File: src/rtl/tlu_event_packer.sv
// tlu_event_packer: frames 8-word TLU FIFO events as header, 4 data words and trailer on a 32-bit valid/ready stream.
// Define TLU_PACKER_CHECKSUM_EN to carry the XOR of the 8 payload words in the trailer low half.
module tlu_event_packer #(
    parameter logic [7:0] HEADER_ID  = 8'hE7,
    parameter logic [7:0] TRAILER_ID = 8'h7E
) (
    input  logic        BUS_CLK,
    input  logic        BUS_RST_N,
    input  logic        ENABLE,
    input  logic        FIFO_EMPTY,
    input  logic [15:0] FIFO_DATA,
    output logic        FIFO_READ,
    output logic [31:0] OUT_DATA,
    output logic        OUT_VALID,
    output logic        OUT_LAST,
    input  logic        OUT_READY,
    output logic [7:0]  EVT_SEQ,
    output logic [15:0] EVENT_CNT,
    output logic        BUSY
);
    typedef enum logic [1:0] {IDLE, LO, HI, TRL} state_t;
    state_t      state;
    logic [1:0]  pc;
    logic [15:0] lo;
    logic [15:0] csum;
    logic        load_ok;
    assign load_ok   = !OUT_VALID | OUT_READY;
    assign FIFO_READ = (state == LO) | ((state == HI) & load_ok);
    assign BUSY      = (state != IDLE) | OUT_VALID;
`ifdef TLU_PACKER_CHECKSUM_EN
    logic [15:0] xs;
    assign csum = xs;
    always_ff @(posedge BUS_CLK or negedge BUS_RST_N)
        if (!BUS_RST_N) xs <= '0;
        else if (state == IDLE) xs <= '0;
        else if (FIFO_READ) xs <= xs ^ FIFO_DATA;
`else
    assign csum = 16'h0000;
`endif
    always_ff @(posedge BUS_CLK or negedge BUS_RST_N) begin
        if (!BUS_RST_N) begin
            state     <= IDLE;
            pc        <= '0;
            lo        <= '0;
            OUT_DATA  <= '0;
            OUT_VALID <= 1'b0;
            OUT_LAST  <= 1'b0;
            EVT_SEQ   <= '0;
            EVENT_CNT <= '0;
        end else begin
            if (OUT_READY) begin
                OUT_VALID <= 1'b0;
                OUT_LAST  <= 1'b0;
            end
            case (state)
                IDLE: if (ENABLE & !FIFO_EMPTY & load_ok) begin
                    OUT_DATA  <= {HEADER_ID, EVT_SEQ, 16'd8};
                    OUT_VALID <= 1'b1;
                    OUT_LAST  <= 1'b0;
                    pc        <= '0;
                    state     <= LO;
                end
                LO: begin
                    lo    <= FIFO_DATA;
                    state <= HI;
                end
                HI: if (load_ok) begin
                    OUT_DATA  <= {FIFO_DATA, lo};
                    OUT_VALID <= 1'b1;
                    OUT_LAST  <= 1'b0;
                    pc        <= pc + 2'd1;
                    state     <= (pc == 2'd3) ? TRL : LO;
                end
                TRL: if (load_ok) begin
                    OUT_DATA  <= {TRAILER_ID, EVT_SEQ, csum};
                    OUT_VALID <= 1'b1;
                    OUT_LAST  <= 1'b1;
                    EVT_SEQ   <= EVT_SEQ + 8'd1;
                    EVENT_CNT <= EVENT_CNT + 16'd1;
                    state     <= IDLE;
                end
                default: state <= IDLE;
            endcase
        end
    end
endmodule

File: config.mk
export PLATFORM = sky130hd
export DESIGN_NAME = tlu_event_packer
export DESIGN_NICKNAME = d
export VERILOG_FILES = /design/src/rtl/tlu_event_packer.sv
export SDC_FILE = /design/constraint.sdc
export NUM_CORES = 1
export LEC_CHECK = 0
export BUFFER_PORTS_ARGS = -buffer_cell sky130_fd_sc_hd__buf_4
export CELL_PAD_IN_SITES_DETAIL_PLACEMENT = 0
export CELL_PAD_IN_SITES_GLOBAL_PLACEMENT = 1
export CORE_MARGIN = 4
export CORE_UTILIZATION = 33
export DETAILED_ROUTE_END_ITERATION = 10
export PLACE_DENSITY = 0.64
export RECOVER_POWER = 25
export SLEW_MARGIN = 20
export SYNTH_ARGS = -nofsm -noshare
export SYNTH_HDL_FRONTEND = slang
export SYNTH_SLANG_ARGS = --single-unit
File: constraint.sdc
create_clock -name BUS_CLK -period 2.1 [get_ports BUS_CLK]
set_clock_uncertainty 0.15 [all_clocks]
set_input_delay 0.21 -clock BUS_CLK [delete_from_list [all_inputs] [get_ports BUS_CLK]]
set_output_delay 0.21 -clock BUS_CLK [all_outputs]
set_load 0.05 [all_outputs]
==> summary.md, run 1 <==
| Metric | Value |
|---|---|
| Endpoint of the worst-slack reg-to-reg timing path | OUT_DATA[29] |
| Worst-skew pair later-pin latency | 340 ps |
| Bufs on Longest Clock Path | 2 |
| TritonCTS clock tree | done |
| Antenna violations before repair | 0 |
| Post-Synth XOR/XNOR Area | under 10% |
| Power density over the cells | ~1600 mW/mm^2 |
| Setup repair after global routing missed its margin | false |
| Number of rows in the core area | 36 |
| Placeable core region | 0.009729 sq mm |
| H-tree depth reported by CTS | 3 |
| Pleak | 0.002040 uW |
| Data arrival time of the critical path | between 1500 and 2000 ps |
| Total number of clock tree sinks | 78 |
| Final weighted congestion of routability-driven global placement | 0.7438 |
| Total clock buffers created by CTS | 9 |
| Critical Path End Type | output port |
| Comb pwr share | 49.6% |
| Power spent charging and discharging nets | 3222 uW |
| Switching portion of total power | 45.76% |
| Drt total wl | roughly 7700 um |
| Final count of negative-setup-slack endpoints | 0 |
| Tot GR Track Use | about 14% |
| Final critical delay including setup and external delays | 1955 ps |
| Number of max-slew violations in the final report | 0 |
| Worst rel slew slack | 36.61% |
| Clock power share | 14.8% |
| Primary FF master, synth | sky130_fd_sc_hd__dfrtp_1 |
| Via count of the routed design | 2280 |
| Share of power burned in registers | 35.6% |
| Initial Utilization | 33.71% |
| Post-synthesis share of cell area spent on full adders, half adders and majority gates | 1.145% |
| Launch point of the critical path | state[1] |
| Register clock-pin slew on the reported worst setup and hold paths | ~80 ps |
| Area of the mapped netlist | 0.003279 sq mm |
| Via count of the first global-routing pass | 2364 |
| ANT nets after route | 0 |
| Post-Syn Instances | roughly 250 |
| Class of the worst hold path | in -> reg |
| Launch point of the worst reg-to-reg path | OUT_VALID |
| Status | finished, final reports clean |
| Total of flip-flops plus latches after synthesis | 78 |
| Simple-gate area share of the yosys netlist | 12.40% |
| Area fraction in compound gates after synthesis | a little under a tenth |
| Die Area | between 0.01 and 0.015 sq mm |
| Slew @ Worst Pin | 948.9 ps |
| Detailed-route wire length per cell | 15.62 um |
| Horizontal die dimension | 107.7 um |
| Pin count of the biggest net entering global routing | 45 |
| Final design area excluding fillers | 0.004392 sq mm |
| 1st-pass router iterations | 4 |
| Number of enable-type register cells in the synthesized netlist | 0 |
| Share of the yosys chip area belonging to registers | 59.52% |
| Crit Path Class | reg -> out |
| Biggest area contributors in the synthesized netlist | sky130_fd_sc_hd__dfrtp_1 60%, sky130_fd_sc_hd__a22o_1 4.3%, sky130_fd_sc_hd__xnor2_1 3.7% |
| Top Ports | 81 |
| # DRC | 0 |
| Number of distinct library cells after synthesis | 42 |
| Worst setup SP type | register |
| Synth cell count leaders | 78 x sky130_fd_sc_hd__dfrtp_1, 20 x sky130_fd_sc_hd__nand2_1, 16 x sky130_fd_sc_hd__a22o_1 |
| Most frequent cell after synthesis | sky130_fd_sc_hd__dfrtp_1 |
| Worst-case setup slack after placement | 169.1 ps |
| Setup total negative slack | 0 ps |
| Nets in the synthesized netlist | between 200 and 300 |
| Area leader, netlist | sky130_fd_sc_hd__dfrtp_1 |
| Post-layout nets | 376 |
| CP Data Required Time | 1740 ps |
| Hold Vio Cnt, Final | 0 |
| Post-synthesis mux area share | between 8 and 9% |
| Largest family of logic cells by synthesized area | simple AND/OR/NAND/NOR gates |
| Area delta synth->final | 33.92% |
| DR vias/cell | 4.653 |
| Crit path max fanout | 18 |
| Worst setup path endpoint | FIFO_READ |
| Share of layout cells above drive strength 1 | 36.13% |
| Share of the synthesized area in the top cell type | between 50% and 60% |
| Peak Freq | 0.5116 GHz |
| Die Y-Extent | 107.7 um |
| Port buffer count | 80 |
| Cell chosen for the clock root | sky130_fd_sc_hd__clkbuf_8 |
| R2R Setup Slk | 170 ps |
| Placed Instance Area | between 0.004 and 0.005 sq mm |
| Worst r2r path cells | 3 |
| Fraction of registers with async set/reset | between 90% and 100% |
| First-pass GRT wire length | 12610 um |
| PnR worst setup slack | approximately 150 ps |
| Syn. warnings | 0 |
| Number of design-rule violations left by the first detailed-router iteration | 53 |
| Utilization of the core after routing | 45.14% |
| Maximum vdd drop | 0.0009146 V |
| Count of max-cap constraint violations | 0 |
| Number of diodes added for antenna fixing | 0 |
| Period utilization | 93.08% |
| Detailed-placement wirelength estimate | 5393 um |
| Syn_area_per_cell | 13.28 sq um |
| Final global-route overflow total | 0 |
| Internal | 3820 uW |
-- per-stage QoR --
step           hold slack, ps  total power (uW)  cells
2_1_floorplan          -235.6              4987    247
3_3_place_gp            46.25              5962    454
3_5_place_dp            49.81              6016    454
4_1_cts                 18.80              7101    487
5_1_grt                 40.17              7472    490
6_report                40.81              7042    490
-- worst min-delay path by stage --
stage / to / depth (start not counted) / startpoint
final: OUT_LAST / 3 / OUT_READY
after global routing: OUT_LAST / 3 / OUT_READY
after CTS: OUT_LAST / 3 / OUT_READY
after detailed placement: OUT_DATA[21] / 1 / BUS_RST_N
after global placement: OUT_DATA[21] / 1 / BUS_RST_N
after floorplan: EVENT_CNT[0] / 0 / BUS_RST_N
-- area by class of cell --
cell class	instances	area, sq um
inverters	2	7.507
repair buffers	105	840.8
fillers	915	5338
clock buffers	11	151.4
multi-input cells	156	1237
clock inverters	5	33.78
flip-flops and latches	78	1954
well taps	133	166.4
-- layer usage --
| layer | global-route usage, % | share of wire, % | vias up |
|---|---|---|---|
| met2 | 21.00 | 45 | 58 |
| met4 | 4.599 | 0.78 | 0 |
| met5 | 0 | 0 | - |
| li1 | - | - | 1091 |
| met3 | 4.079 | 6.3 | 8 |
| met1 | 19.47 | 48 | 1123 |
-- power groups by stage --
stage          Combinational (uW)  Sequential [uW]  Clock [uW]
2_1_floorplan                1260             3720           0
3_3_place_gp                 3410             2560           0
3_5_place_dp                 3450             2570           0
4_1_cts                      3480             2540        1080
5_1_grt                      3730             2590        1150
6_report                     3490             2500        1040
-- placed cells by master, fill, tap and decap left out, types with 7 or more instances in the layout --
master,n
sky130_fd_sc_hd__dlygate4sd3_1,17
sky130_fd_sc_hd__xor2_1,8
sky130_fd_sc_hd__mux2_2,10
sky130_fd_sc_hd__xnor2_1,14
sky130_fd_sc_hd__dfrtp_1,76
sky130_fd_sc_hd__buf_4,86
sky130_fd_sc_hd__mux2i_1,8
sky130_fd_sc_hd__o22a_1,7
sky130_fd_sc_hd__a22o_1,16
sky130_fd_sc_hd__clkbuf_8,11
sky130_fd_sc_hd__o21ai_1,8
sky130_fd_sc_hd__nand2_1,20
sky130_fd_sc_hd__mux2_1,8
-- critical path, stage by stage (launching register included) --
cell	delay [ps]
sky130_fd_sc_hd__dfrtp_2	520
sky130_fd_sc_hd__nor2b_2	130
sky130_fd_sc_hd__buf_4	270
sky130_fd_sc_hd__nand2b_1	140
sky130_fd_sc_hd__buf_4	190
-- registers in the layout (all words and copies together) (netlist names) --
name / cells
OUT_LAST: 1
lo: 16
EVT_SEQ: 8
pc: 2
OUT_DATA: 32
EVENT_CNT: 16
OUT_VALID: 1
state: 2
-- kinds of logic after synthesis --
| group | count (synthesis) |
|---|---|
| buf+inv | 13 |
| flops | 78 |
| fa+ha+maj | 3 |
| simple gates | 64 |
| mux | 26 |
| xor+xnor | 22 |
| compound gates | 41 |
-- repair_timing --
| item | CTS | global route |
|---|---|---|
| hold buffers | 17 | 0 |
| gates resized for setup | 1 | 1 |
| hold endpoints to repair | 59 | 0 |
| buffers inserted | 0 | 3 |
| setup endpoints to repair | 1 | 1 |
(Power assumes the default switching activity.)
==> inputs of run 2 (changes only) <==
--- a/config.mk
+++ b/config.mk
@@ -6,12 +6,10 @@
 export NUM_CORES = 1
 export LEC_CHECK = 0
 export BUFFER_PORTS_ARGS = -buffer_cell sky130_fd_sc_hd__buf_4
-export CELL_PAD_IN_SITES_DETAIL_PLACEMENT = 0
-export CELL_PAD_IN_SITES_GLOBAL_PLACEMENT = 1
 export CORE_MARGIN = 4
 export CORE_UTILIZATION = 33
 export DETAILED_ROUTE_END_ITERATION = 10
-export PLACE_DENSITY = 0.64
+export PLACE_DENSITY = 0.54
 export RECOVER_POWER = 25
 export SLEW_MARGIN = 20
 export SYNTH_ARGS = -nofsm -noshare
==> run 2 against run 1 <==
  * Register-to-register slack better by 200 ps
  * Routed wire length is 1.7% lower
  * Critical path depth down 1
  * Global-route usage shrank 0.31 points
  * Combinational power is essentially flat
  * Final cell count rose by 0.20%
  * Sequential share of layout area decreased by 0.43 points
  * Critical path type unchanged
==> summary.md, run 2 (synthesis results as in run 1) <==
| Metric | Value |
|---|---|
| Setup repair after global routing missed its margin | false (unchanged) |
| Final global-route overflow total | 0 (unchanged) |
| Setup total negative slack | 0 ps (unchanged) |
| Slew @ Worst Pin | 833.1 ps (was 948.9 ps) |
| Detailed-route wire length per cell | 15.32 um (was 15.62 um) |
| Via count of the routed design | 2240 (was 2280) |
| Final weighted congestion of routability-driven global placement | 0.7518 (was 0.7438) |
| Power density over the cells | 1634 mW/mm^2 (was 1603 mW/mm^2) |
| Launch point of the critical path | state[0] (was state[1]) |
| Launch point of the worst reg-to-reg path | state[0] (was OUT_VALID) |
| Pin count of the biggest net entering global routing | 34 (was 45) |
| Cell with the largest stage delay on the worst path | sky130_fd_sc_hd__dfrtp_2 (unchanged) |
| Placeable core region | 0.009729 sq mm (unchanged) |
| Peak Freq | 0.5194 GHz (was 0.5116 GHz) |
| Data arrival time of the critical path | 1570 ps (was 1590 ps) |
| Share of layout cells above drive strength 1 | 36.31% (was 36.13%) |
| WHS | 32.88 ps (was 40.81 ps) |
| Port buffer count | 80 (unchanged) |
| Routing usage on met3 | 5.819% (was 4.079%) |
| Met2 demand-to-capacity share in global routing | 20.43% (was 21.00%) |
| Hold Vio Cnt, Final | 0 (unchanged) |
| Horizontal die dimension | 107.7 um (unchanged) |
| Initial Utilization | 33.71% (unchanged) |
| Non-filler instance count after layout | 491 (was 490) |
| Worst-skew pair later-pin latency | 350 ps (was 340 ps) |
| H-tree depth reported by CTS | 3 (unchanged) |
| Status | finished, final reports clean (unchanged) |
| Global routing met1 resource utilization | 18.71% (was 19.47%) |
| Via count of the first global-routing pass | 2391 (was 2364) |
| Crit Path Class | reg -> out (unchanged) |
| Antenna violations before repair | 0 (unchanged) |
| Final count of negative-setup-slack endpoints | 0 (unchanged) |
| Class of the worst hold path | in -> reg (unchanged) |
| Crit path max-delay family | simple AND/OR/NAND/NOR gates (was flip-flops) |
| Count of max-cap constraint violations | 0 (unchanged) |
| Largest regs | OUT_DATA: 32 flops, EVENT_CNT: 16 flops, lo: 16 flops (unchanged) |
| Area delta synth->final | 35.22% (was 33.92%) |
| TritonCTS clock tree | done (unchanged) |
| Most flop-heavy register | OUT_DATA (unchanged) |
| Post-layout nets | 377 (was 376) |
| Top Ports | 81 (unchanged) |
| Worst rel slew slack | 44.46% (was 36.61%) |
| ANT nets after route | 0 (unchanged) |
| Slowest Stage Delay on Critical Path | 500 ps (was 520 ps) |
| Pleak | 0.002066 uW (was 0.002040 uW) |
| Leading cell types in the layout, fill and taps excluded | 87 x sky130_fd_sc_hd__buf_4, 76 x sky130_fd_sc_hd__dfrtp_1, 20 x sky130_fd_sc_hd__nand2_1, 17 x sky130_fd_sc_hd__dlygate4sd3_1, 16 x sky130_fd_sc_hd__a22o_1 (was 86 x sky130_fd_sc_hd__buf_4, 76 x sky130_fd_sc_hd__dfrtp_1, 20 x sky130_fd_sc_hd__nand2_1, 17 x sky130_fd_sc_hd__dlygate4sd3_1, 16 x sky130_fd_sc_hd__a22o_1) |
| Final critical delay including setup and external delays | 1925 ps (was 1955 ps) |
| Tot GR Track Use | 13.71% (was 14.02%) |
| Period utilization | 91.68% (was 93.08%) |
| Register clock-pin slew on the reported worst setup and hold paths | 80 ps (about the same) |
| Worst setup SP type | register (unchanged) |
| Number of design-rule violations left by the first detailed-router iteration | 76 (was 53) |
| Die Area | 0.01160 sq mm (unchanged) |
| Maximum vdd drop | 0.0006500 V (was 0.0009146 V) |
| CP Data Required Time | 1740 ps (about the same) |
| Total number of clock tree sinks | 78 (unchanged) |
| Number of rows in the core area | 36 (unchanged) |
| R2R Setup Slk | 370 ps (was 170 ps) |
| First-pass GRT wire length | 12390 um (was 12610 um) |
| Number of placed cells counting well taps | 458 (was 454) |
| Cell chosen for the clock root | sky130_fd_sc_hd__clkbuf_8 (unchanged) |
| # DRC | 0 (unchanged) |
| Flip-flop count of the largest register after layout | 32 (unchanged) |
| Total clock buffers created by CTS | 9 (unchanged) |
| Start point of the worst hold path | OUT_READY (unchanged) |
| Number of max-slew violations in the final report | 0 (unchanged) |
| Drt total wl | 7522 um (was 7655 um) |
| Combined buffer and inverter count along the critical path | 1 (was 2) |
| DR vias/cell | 4.562 (was 4.653) |
| Cells along the critical path | nor2b_2 > nand2b_1 > buf_4 (was nor2b_2 > buf_4 > nand2b_1 > buf_4) |
| Most common library cell in the layout ignoring fill and taps | sky130_fd_sc_hd__buf_4 (unchanged) |
| Bufs on Longest Clock Path | 2 (unchanged) |
| Number of diodes added for antenna fixing | 0 (unchanged) |
| Utilization of the core after routing | 45.58% (was 45.14%) |
| Top Usage Layer GRT | met2 (unchanged) |
| Detailed-placement wirelength estimate | 5432 um (was 5393 um) |
| 1st-pass router iterations | 4 (unchanged) |
| Post CTS Setup Buffer Count | 0 (unchanged) |
| Die Y-Extent | 107.7 um (unchanged) |
| Critical Path End Type | output port (unchanged) |
| Crit path max fanout | 11 (was 18) |
-- run 2: changes by cell type in the layout (fill, tap and decap cells not counted) --
cell / previous run / this run
sky130_fd_sc_hd__clkinvlp_4: 2 / 0
sky130_fd_sc_hd__buf_4: 86 / 87
sky130_fd_sc_hd__inv_6: 0 / 2
sky130_fd_sc_hd__bufinv_16: 0 / 2
sky130_fd_sc_hd__clkbuf_8: 11 / 9
-- run 2: worst min-delay path, delay by kind of cell --
kind / cells / cell delay (ps)
buffers and inverters: 2 / 160
AOI/OAI and AO/OA: 1 / 120
-- run 2: what timing repair did --
item	CTS	global route
resized for setup	0	2
hold endpoints to repair	92	0
hold buffers	17	0
setup endpoints to repair	0	1
-- run 2: power by group --
part	internal, uW	switching [uW]	leakage (uW)
Combinational	1250	2230	0.000975
Clock	676	566	0.000114
Sequential	2080	439	0.000977
Total	4010	3240	0.00207
-- run 2: final timing paths --
kind | end | cells after the start
max | FIFO_READ | 3
max in group asynchronous | state[0] | 3
min in group asynchronous | OUT_DATA[22] | 2
min | OUT_LAST | 3
max reg2reg | OUT_DATA[2] | 4
min reg2reg | EVENT_CNT[15] | 1
-- run 2: per-layer routing --
metal  vias to the layer above  share of wire, %
met2                        59                45
met5                         -                 0
met1                      1088                46
met3                         5               7.8
li1                       1088                 -
met4                         0              0.86
-- run 2: through the flow --
stage | total power (uW) | cell area, sq um | setup WS [ps]
global route | 7675 | 4434 | 89.33
floorplan | 4987 | 3279 | 255.8
CTS | 7346 | 4447 | 19.39
finish | 7245 | 4434 | 174.8
detailed placement | 6050 | 4056 | 298.5
global placement | 6019 | 4056 | 330.5
-- run 2: final cells by class --
cell class	instances	area (sq um)
timing repair buffer	106	848.3
tap	133	166.4
sequential	78	1954
clock buffer	9	123.9
multi-input combinational	156	1237
clock inverter	7	96.34
inverter	2	7.507
fill	904	5295
